===== config.mk =====
export PLATFORM = sky130hd
export DESIGN_NAME = unidade_load_store
export DESIGN_NICKNAME = d
export VERILOG_FILES = /design/src/rtl/lsu_pkg.sv /design/src/rtl/alinhador_bytes.sv /design/src/rtl/unidade_load_store.sv
export SDC_FILE = /design/constraint.sdc
export NUM_CORES = 1
export LEC_CHECK = 0
export CORE_ASPECT_RATIO = 1.25
export CORE_MARGIN = 4
export CORE_UTILIZATION = 35
export DETAILED_ROUTE_END_ITERATION = 8
export SLEW_MARGIN = 15
export SYNTH_ARGS = -nofsm -noshare
export SYNTH_HDL_FRONTEND = slang
export SYNTH_SLANG_ARGS = --single-unit

===== constraint.sdc =====
create_clock -name clk -period 2.8 [get_ports clk]
set_input_delay 0.56 -clock clk [delete_from_list [all_inputs] [get_ports clk]]
set_output_delay 0.56 -clock clk [all_outputs]
set_load 0.02 [all_outputs]

===== src/rtl/lsu_pkg.sv =====
// lsu_pkg: shared definitions for the load/store unit.
//   - size encodings for byte/half/word accesses
//   - FSM state type
//   - lane_lsb(): bit position of a byte lane for a given endianness
package lsu_pkg;

   localparam logic [1:0] SZ_BYTE = 2'b00;
   localparam logic [1:0] SZ_HALF = 2'b01;
   localparam logic [1:0] SZ_WORD = 2'b10;

   typedef enum logic [1:0] {IDLE, RD, WR, FIN} lsu_state_e;

   // Little endian: lane k at bits [8k+7:8k]; big endian: lane k at [31-8k:24-8k].
   function automatic logic [4:0] lane_lsb(input logic [1:0] lane, input bit big_endian);
      logic [4:0] le_pos;
      le_pos = {lane, 3'b000};
      return big_endian ? 5'(5'd24 - le_pos) : le_pos;
   endfunction

endpackage


===== src/rtl/alinhador_bytes.sv =====
// alinhador_bytes: combinational byte-lane aligner for the load/store unit.
//   Loads : extracts the addressed byte/half from rword and sign/zero-extends it.
//   Stores: replaces the addressed lane(s) of rword with wdata[7:0] / wdata[15:0].
// Ports:
//   size       in  2   access size (SZ_BYTE/SZ_HALF/SZ_WORD)
//   offset     in  2   byte offset within the word (already aligned for halves/words)
//   sign_ext   in  1   1 = sign-extend loads, 0 = zero-extend
//   rword      in  32  word read from memory
//   wdata      in  32  right-justified store data
//   load_data  out 32  extended load result
//   store_word out 32  merged word to write back
module alinhador_bytes
   import lsu_pkg::*;
#(
   parameter bit BIG_ENDIAN = 1'b0
) (
   input  logic [1:0]  size,
   input  logic [1:0]  offset,
   input  logic        sign_ext,
   input  logic [31:0] rword,
   input  logic [31:0] wdata,
   output logic [31:0] load_data,
   output logic [31:0] store_word
);

   logic [4:0]  pos_b;
   logic [4:0]  pos_lo;   // lane 2h of the addressed half
   logic [4:0]  pos_hi;   // lane 2h+1 of the addressed half
   logic [7:0]  byte_v;
   logic [15:0] half_v;

   always_comb begin
      pos_b  = lane_lsb(offset, BIG_ENDIAN);
      pos_lo = lane_lsb({offset[1], 1'b0}, BIG_ENDIAN);
      pos_hi = lane_lsb({offset[1], 1'b1}, BIG_ENDIAN);
      byte_v = rword[pos_b +: 8];
      // The lower-addressed lane is the most significant byte in big endian.
      if (BIG_ENDIAN) half_v = {rword[pos_lo +: 8], rword[pos_hi +: 8]};
      else            half_v = {rword[pos_hi +: 8], rword[pos_lo +: 8]};

      load_data  = rword;
      store_word = wdata;
      case (size)
         SZ_BYTE: begin
            load_data  = {{24{sign_ext & byte_v[7]}}, byte_v};
            store_word = rword;
            store_word[pos_b +: 8] = wdata[7:0];
         end
         SZ_HALF: begin
            load_data  = {{16{sign_ext & half_v[15]}}, half_v};
            store_word = rword;
            if (BIG_ENDIAN) begin
               store_word[pos_lo +: 8] = wdata[15:8];
               store_word[pos_hi +: 8] = wdata[7:0];
            end else begin
               store_word[pos_lo +: 8] = wdata[7:0];
               store_word[pos_hi +: 8] = wdata[15:8];
            end
         end
         default: ;
      endcase
   end

endmodule


===== src/rtl/unidade_load_store.sv =====
// unidade_load_store: load/store unit between the CPU memory stage and a word-addressed
// data memory that writes on posedge and reads on negedge (read data one cycle after
// the address is registered). Sub-word stores use read-modify-write.
// Build option: define LSU_ALIGN_CHECK_EN to report misaligned half/word accesses as
// errors; when undefined the low address bits are forced aligned instead.
// Ports:
//   clk, rst_n         clock, asynchronous active-low reset
//   req, wr, size      request strobe (sampled in IDLE), 1=store, access size
//   sign_ext           loads: 1 sign-extend, 0 zero-extend
//   addr, wdata        byte address, right-justified store data
//   busy, done, err    stall, completion pulse, error (valid with done)
//   rdata              last load result
//   mem_we, mem_addr   memory write enable, word index
//   mem_wdata          memory write data
//   mem_rdata          memory read data
module unidade_load_store
   import lsu_pkg::*;
#(
   parameter int unsigned MEM_WORDS  = 150,
   parameter bit          BIG_ENDIAN = 1'b0
) (
   input  logic        clk,
   input  logic        rst_n,
   input  logic        req,
   input  logic        wr,
   input  logic [1:0]  size,
   input  logic        sign_ext,
   input  logic [31:0] addr,
   input  logic [31:0] wdata,
   output logic        busy,
   output logic        done,
   output logic        err,
   output logic [31:0] rdata,
   output logic        mem_we,
   output logic [31:0] mem_addr,
   output logic [31:0] mem_wdata,
   input  logic [31:0] mem_rdata
);

   lsu_state_e  state_q, state_d;
   logic        wr_q, wr_d;
   logic [1:0]  size_q, size_d;
   logic        sext_q, sext_d;
   logic [1:0]  off_q, off_d;
   logic [31:0] wdata_q, wdata_d;
   logic        done_d, err_d, mem_we_d;
   logic [31:0] rdata_d, mem_addr_d, mem_wdata_d;

   logic        misalign;
   logic        out_of_range;
   logic        req_err;
   logic [1:0]  off_aligned;
   logic [31:0] load_data;
   logic [31:0] store_word;

   alinhador_bytes #(
      .BIG_ENDIAN (BIG_ENDIAN)
   ) u_alinhador (
      .size       (size_q),
      .offset     (off_q),
      .sign_ext   (sext_q),
      .rword      (mem_rdata),
      .wdata      (wdata_q),
      .load_data  (load_data),
      .store_word (store_word)
   );

   // Request classification, evaluated on the live request inputs.
   always_comb begin
`ifdef LSU_ALIGN_CHECK_EN
      misalign    = ((size == SZ_HALF) && addr[0]) || ((size == SZ_WORD) && (addr[1:0] != 2'b00));
      off_aligned = addr[1:0];
`else
      misalign = 1'b0;
      if (size == SZ_HALF)      off_aligned = {addr[1], 1'b0};
      else if (size == SZ_WORD) off_aligned = 2'b00;
      else                      off_aligned = addr[1:0];
`endif
      out_of_range = {2'b00, addr[31:2]} >= 32'(MEM_WORDS);
      req_err      = (size == 2'b11) || misalign || out_of_range;
   end

   always_comb begin
      state_d     = state_q;
      wr_d        = wr_q;
      size_d      = size_q;
      sext_d      = sext_q;
      off_d       = off_q;
      wdata_d     = wdata_q;
      done_d      = 1'b0;
      err_d       = 1'b0;
      rdata_d     = rdata;
      mem_we_d    = mem_we;
      mem_addr_d  = mem_addr;
      mem_wdata_d = mem_wdata;

      unique case (state_q)
         IDLE: begin
            if (req) begin
               wr_d       = wr;
               size_d     = size;
               sext_d     = sign_ext;
               off_d      = off_aligned;
               wdata_d    = wdata;
               mem_addr_d = {2'b00, addr[31:2]};
               if (req_err) begin
                  state_d = FIN;
               end else if (!wr || (size != SZ_WORD)) begin
                  // Loads and sub-word stores both need the current word first.
                  state_d = RD;
               end else begin
                  state_d     = WR;
                  mem_we_d    = 1'b1;
                  mem_wdata_d = wdata;
               end
            end
         end
         RD: begin
            if (!wr_q) begin
               rdata_d = load_data;
               done_d  = 1'b1;
               state_d = IDLE;
            end else begin
               mem_wdata_d = store_word;
               mem_we_d    = 1'b1;
               state_d     = WR;
            end
         end
         WR: begin
            mem_we_d = 1'b0;
            done_d   = 1'b1;
            state_d  = IDLE;
         end
         FIN: begin
            done_d  = 1'b1;
            err_d   = 1'b1;
            state_d = IDLE;
         end
         default: state_d = IDLE;
      endcase
   end

   always_ff @(posedge clk or negedge rst_n) begin
      if (!rst_n) begin
         state_q   <= IDLE;
         wr_q      <= 1'b0;
         size_q    <= SZ_BYTE;
         sext_q    <= 1'b0;
         off_q     <= 2'b00;
         wdata_q   <= 32'h0;
         done      <= 1'b0;
         err       <= 1'b0;
         rdata     <= 32'h0;
         mem_we    <= 1'b0;
         mem_addr  <= 32'h0;
         mem_wdata <= 32'h0;
      end else begin
         state_q   <= state_d;
         wr_q      <= wr_d;
         size_q    <= size_d;
         sext_q    <= sext_d;
         off_q     <= off_d;
         wdata_q   <= wdata_d;
         done      <= done_d;
         err       <= err_d;
         rdata     <= rdata_d;
         mem_we    <= mem_we_d;
         mem_addr  <= mem_addr_d;
         mem_wdata <= mem_wdata_d;
      end
   end

   assign busy = (state_q != IDLE);

endmodule

After elaboration in Yosys (flattened, before gate mapping)
Cells that the tools add are included.

Register bits after elaboration: 137. Bits in latches: 0. RAM bits: 0. Bits in read-only memories: 0. Input bits: 103. Output and inout bits: 100. Logic and storage cells: 78. Memories kept: 0.

$add $sub $neg: 3. Multiply operators: 0. Div/mod/pow operators: 0. Order comparisons: 1. Eq/ne operators: 12. Shift operators: 9. Muxes and demuxes: 25. Bitwise logic cells: 3. Reduce and logical (&&, ||, !) cells: 13.

Operators by type and width (count): case mux 32 bit (2 select lines) (3); 2-to-1 mux 32 bit (4); bitwise mux 32 bit (3); variable shift 8 x 7 -> 32 bit, first input constant (3); variable part select 32 x 6 -> 8 bit (3); variable part select 8 x 7 -> 32 bit (3); greater-or-equal comparator 30 x 8 -> 1 bit, second input constant (1); negation 5 -> 7 bit (3); 2-to-1 mux 2 bit (6); inequality test 2 bit, second input constant (5); AND reduction 5 bit (2); == test 2 bit, second input constant (4); == test 2 x 1 -> 1 bit, second input constant (3); 2-to-1 mux 1 bit (6); case mux 2 bit (3 select lines) (1); zero test 2 bit (2); AND reduction 2 bit (2); nonzero test 2 bit (2); case mux 1 bit (3 select lines) (1); nonzero test 3 bit (1); AND 1 bit (2); logical OR 1 bit (2); case mux 1 bit (2 select lines) (1); OR reduction 2 bit (1); 2 further kinds (2).

Longest topological paths before layout
Depth in word-level cells: 7. Mapped depth: 11. Gate-level depth less buffers: 7.

By module
From an unflattened synthesis, not the netlist that was laid out.

Cell total of the unflattened synthesis: 671. Area total of the unflattened synthesis: 7289.5 um2.

Modules (own cells, without submodules): unidade_load_store (instances 1, cells an instance 412, area each 5690.5 um2, seq. area each 3428.3 um2); alinhador_bytes (instances 1, cells an instance 259, area each 1599.0 um2, seq. area each 0.0 um2).

Worst setup path after synthesis
OpenSTA, ideal clock, no wires.

Path type: reg2reg. From: register off_q[1]. To: register mem_wdata[21]. Setup time: 0.125 ns. Arrival: 2.411 ns. Data required time: 2.675 ns. Slack: 0.263 ns. Cell stages (with the launch flop): 11. Path buffers: 3. Clock period less this slack: 2.537 ns. Path through: dfrtp_1 > buf_6 > clkinv_1 > clkbuf_1 > ha_1 > nor2b_1 > clkbuf_1 > a31o_2 > a221oi_1 > a21oi_1 > mux2_4.

Word-level cells in the longest chain between the ends: 7. Elaborated cells between the ends (all ways): 15. Classes of those cells: add/sub: 3; shift: 6; mux: 6.

RTL lines: start, declared (line unidade_load_store.sv:44) `logic [1:0] off_q, off_d;`; start signal, assigned (line unidade_load_store.sv:149) `off_q <= 2'b00;`; start signal, assigned (line unidade_load_store.sv:162) `off_q <= off_d;`; negation 5 -> 7 bit (line alinhador_bytes.sv:56) `store_word[pos_lo +: 8] = wdata[7:0];`; variable part select 8 x 7 -> 32 bit or variable shift 8 x 7 -> 32 bit (tied branches) (line alinhador_bytes.sv:56); bitwise mux 32 bit (line alinhador_bytes.sv:56); bitwise mux 32 bit (line alinhador_bytes.sv:57) `store_word[pos_hi +: 8] = wdata[15:8];`; case mux 32 bit (2 select lines) * (line alinhador_bytes.sv:43) `case (size)`; 2-to-1 mux 32 bit * (line unidade_load_store.sv:119) `if (!wr_q) begin`; case mux 32 bit (2 select lines) * (line unidade_load_store.sv:97) `unique case (state_q)`; end signal, assigned (line unidade_load_store.sv:169) `mem_wdata <= mem_wdata_d;`; end, declared (line unidade_load_store.sv:36) `output logic [31:0] mem_wdata,`.

Every way passes the cells marked *; elsewhere a longest branch is shown, timed or not. The select of a mux whose other input is x is not followed. A chain may end at the register's enable or synchronous reset.

Worst setup path in the final report
From: register state_q[0]. To: output port busy.

Word-level cells in the longest chain between the ends: 1.

RTL lines: start, declared (line unidade_load_store.sv:40) `lsu_state_e state_q, state_d;`; start signal, assigned (line unidade_load_store.sv:158) `state_q <= state_d;`; nonzero test 2 bit (line unidade_load_store.sv:173) `assign busy = (state_q != IDLE);`; end, declared (line unidade_load_store.sv:30) `output logic busy,`.

Every way passes these cells.

==> impl_summary.log <==
INFO  metric run_status = complete, no violations
INFO  metric synth_compound_area_frac = 0.1593
INFO  metric yosys.cell_types.count = 53
INFO  metric r2r_slack = 0.39 ns
INFO  metric yosysTopAreaCellShare = 0.4419
INFO  metric die_y = 174.5 um
INFO  metric first_global_vias = 6,895
INFO  metric yosys.area_share.xor_xnor = 0
INFO  metric timing.hold.worst.class = primary input to asynchronous set/reset pin
INFO  metric track_usage = 0.2091
INFO  metric worst_reg2reg_endpoint = mem_wdata[16]
INFO  metric final_core_util = 0.4986
INFO  metric max_slew.worst_pin.slew = 0.9179 ns
INFO  metric synth-async-reset-ratio = 1.000
INFO  metric dieArea = 24,630 sq um
INFO  metric drt_first_iter_violations = 444
INFO  metric final_nets = 1,068
INFO  metric initial_utilization = 0.3576
INFO  metric largest_family_of_logic_cells_by_synthesized_area = multiplexers
INFO  metric antennaDiodeCount = 0
INFO  metric synth.yosys.seq_area_share = 0.4419
INFO  metric sequential_cell_area = 3431 sq um
INFO  metric synth_ff_type = dfrtp_1
INFO  metric grt_first_pass_wirelength = 39,990 um
INFO  metric critPathArrivalTime = 1.88 ns
INFO  metric numCtsBuffers = 17
INFO  metric cellLeakagePower = 4.514 nW
INFO  metric grt_start_max_net_pins = 65
INFO  metric syn_avg_cell_area = 10.32 sq um
INFO  metric via_per_inst = 5.283
INFO  metric cts_setup_buffers = 0
INFO  metric synth_edf_count = 0
INFO  metric yosys.area_share.simple = 0.1401
INFO  metric fmaxAchievable = 409.1 MHz
INFO  metric period_minus_slack = 2.445 ns
INFO  metric timing.critical_path.fanout_max = 5
INFO  metric post_cts_hold_buffer_count = 0
INFO  metric drc_errors = 0
INFO  metric max_cap_viol_count = 0
INFO  metric io_pins = 203
INFO  metric route.antenna.remaining_nets = 0
INFO  metric initial_antenna_violation_count = 0
INFO  metric drive_above_1_share = 0.2211
INFO  metric rows = 60
INFO  metric clock_power_share = 0.179
INFO  metric adder_and_majority_gate_portion_of_the_synthesized_area = 0.01451
INFO  metric p_seq_frac = 0.277
INFO  metric clock_sinks = 137
INFO  metric yosys_register_bits = 137
INFO  metric path_class = flip-flop to primary output
INFO  metric globalRouteMet3Util = 0.05669
INFO  metric fillCellCount = 2,063
INFO  metric critPathCaptureType = primary output
INFO  metric synthCells = 752
INFO  metric p_switching = 0.005421 W
INFO  metric cts_max_level = 4
INFO  metric setup_viol = 0
INFO  metric final.setup_skew = 0.009548 ns
INFO  metric portBuffers = 200
INFO  metric drt-pass1-iter-count = 5
INFO  metric worst_ep_required_time = 2.24 ns
INFO  metric power_per_cell_area = 1250 nW/um^2
INFO  metric power.internal = 0.008103 W
INFO  metric synth_most_common_cell = dfrtp_1
INFO  metric grt_busiest_layer = met2
INFO  metric totalNegativeSetupSlack = 0 ns
INFO  metric timing_hold_violations_final = 0
INFO  metric fraction_of_power_spent_switching_nets = 0.4008
INFO  metric area_occupied_by_multi_input_gates = 3984 sq um
INFO  metric source_to_sink_clock_delay_at_the_later_pin_of_the_worst_skew_pair = 0.43 ns
INFO  metric share_comb_of_total_power = 0.544
INFO  metric critical_path.reg2reg.startpoint = off_q[1]
INFO  metric synth.area.mux_share = 0.1975
INFO  metric clock_pin_slew_worst_setup_and_hold_paths = 0.06 ns
INFO  metric tritoncts = built
INFO  metric area_growth = 39.41%
INFO  metric grt.met2_usage = 0.3539
INFO  metric slew-limit-headroom = 0.3868
INFO  metric route.vias.total = 6,588
INFO  metric die_x = 141.2 um
INFO  metric yosysWarnings = 0
INFO  metric peakVddDrop = 559.4 uV
INFO  metric worst_r2r_path_depth = 7
INFO  metric yosysTopAreaCell = dfrtp_1
INFO  metric wirelength = 25,560 um
INFO  metric synth_commonest_cells = 137 x dfrtp_1, 82 x nand2_1, 78 x nor2_1
INFO  metric clock_buffer_depth = 2
INFO  metric hpwl = 19,270 um
INFO  metric final_number_of_max_transition_violations = 0
INFO  metric rsz_0062_raised_after_global_routing = no
INFO  metric cts_repair_resize_count = 0
INFO  metric post_drt_wl_per_cell = 20.50 um
INFO  metric fin_hold_ws = 0.05426 ns
INFO  metric clock-root-buffer = clkbuf_16
INFO  metric design.core.area = 21,700 sq um
INFO  metric worst_setup_path_start_kind = flip-flop
INFO  metric synth_area = 7759 sq um
INFO  metric globalRouteMet1Util = 0.2489
INFO  metric grt_overflow = 0
INFO  metric yosys-top-cells-area = dfrtp_1 44%, mux2_2 10%, mux2_4 5.8%, nand2_1 4.0%, nor2_1 3.8%
INFO  metric place.gp.congestion = 0.8893
INFO  metric final_min_period_over_clock_period = 0.8730
area by class of cell:
class,instances,share of cell area
clock inverter,11,0.01573
timing repair buffer,240,0.2187
clock buffer,20,0.04222
multi-input combinational,544,0.3683
tap,279,0.03227
sequential,137,0.3172
inverter,16,0.005552
worst max-delay path by stage:
stage	from	to	slack, ns	cells after the start
CTS	state_q[0]	busy	0.31	4
finish	state_q[0]	busy	0.36	4
global placement	addr[18]	mem_wdata[12]	0.09	7
floorplan	off_q[1]	mem_wdata[21]	0.26	10
global route	off_q[1]	mem_wdata[18]	0.24	7
detailed placement	addr[18]	mem_wdata[29]	0.1	7
flip-flops by register name, summed over array words and instances, names as in the netlist:
signal	flops
rdata	32
off_q	2
mem_wdata	32
size_q	2
wr_q	1
done	1
state_q	2
err	1
mem_we	1
sext_q	1
mem_addr	30
wdata_q	32
metrics by stage:
stage               instance area (sq um)  setup slack, ns  instances  total power (W)
floorplan                            7762           0.2634        753         0.008265
global placement                    10190          0.09009       1216          0.01109
detailed placement                  10190          0.09857       1216          0.01116
CTS                                 10820           0.3105       1247          0.01366
global route                        10820           0.2350       1247          0.01440
finish                              10820           0.3555       1247          0.01352
power groups by stage:
stage	Sequential (W)	Clock [W]	Combinational (W)
CTS	0.00375	0.00248	0.00743
global route	0.00388	0.00257	0.00796
finish	0.00375	0.00242	0.00735
detailed placement	0.00376	0	0.00740
floorplan	0.00443	0	0.00384
global placement	0.00374	0	0.00734
cell usage in the layout (no fill, tap or decap), types with 14 or more instances in the layout:
cell             count
nand2_1             81
a21oi_1             33
o22ai_1             18
mux2_4              30
inv_1               14
buf_4               35
a22o_1              19
dfrtp_1            135
mux2i_1             26
clkdlybuf4s50_1    199
nor2_1              77
clkbuf_16           17
a31o_2              16
a221oi_1            24
mux2_2              71
nor2b_1             42
o21ai_0             29
critical path, cell delays in order, from the launching register on:
cell	delay (ns)
dfrtp_1	0.40
inv_1	0.08
ha_1	0.21
inv_1	0.13
clkdlybuf4s50_1	0.64
cells by family after synthesis:
| logic type | Yosys count |
|---|---|
| AO/OA/AOI/OAI | 171 |
| adder cells (fa/ha/maj) | 9 |
| buffers and inverters | 72 |
| flip-flops | 137 |
| multiplexers | 128 |
| other | 1 |
| AND/OR/NAND/NOR | 234 |
per-layer routing:
layer  share of wire  vias to the layer above  routed length, um
li1                -                     3102                  -
met1            0.39                     3210              10090
met2            0.50                      226              12780
met3           0.068                       50               1730
met4           0.037                        0                957
met5               0                        -                  0
Power figures use the tool's default switching activity.
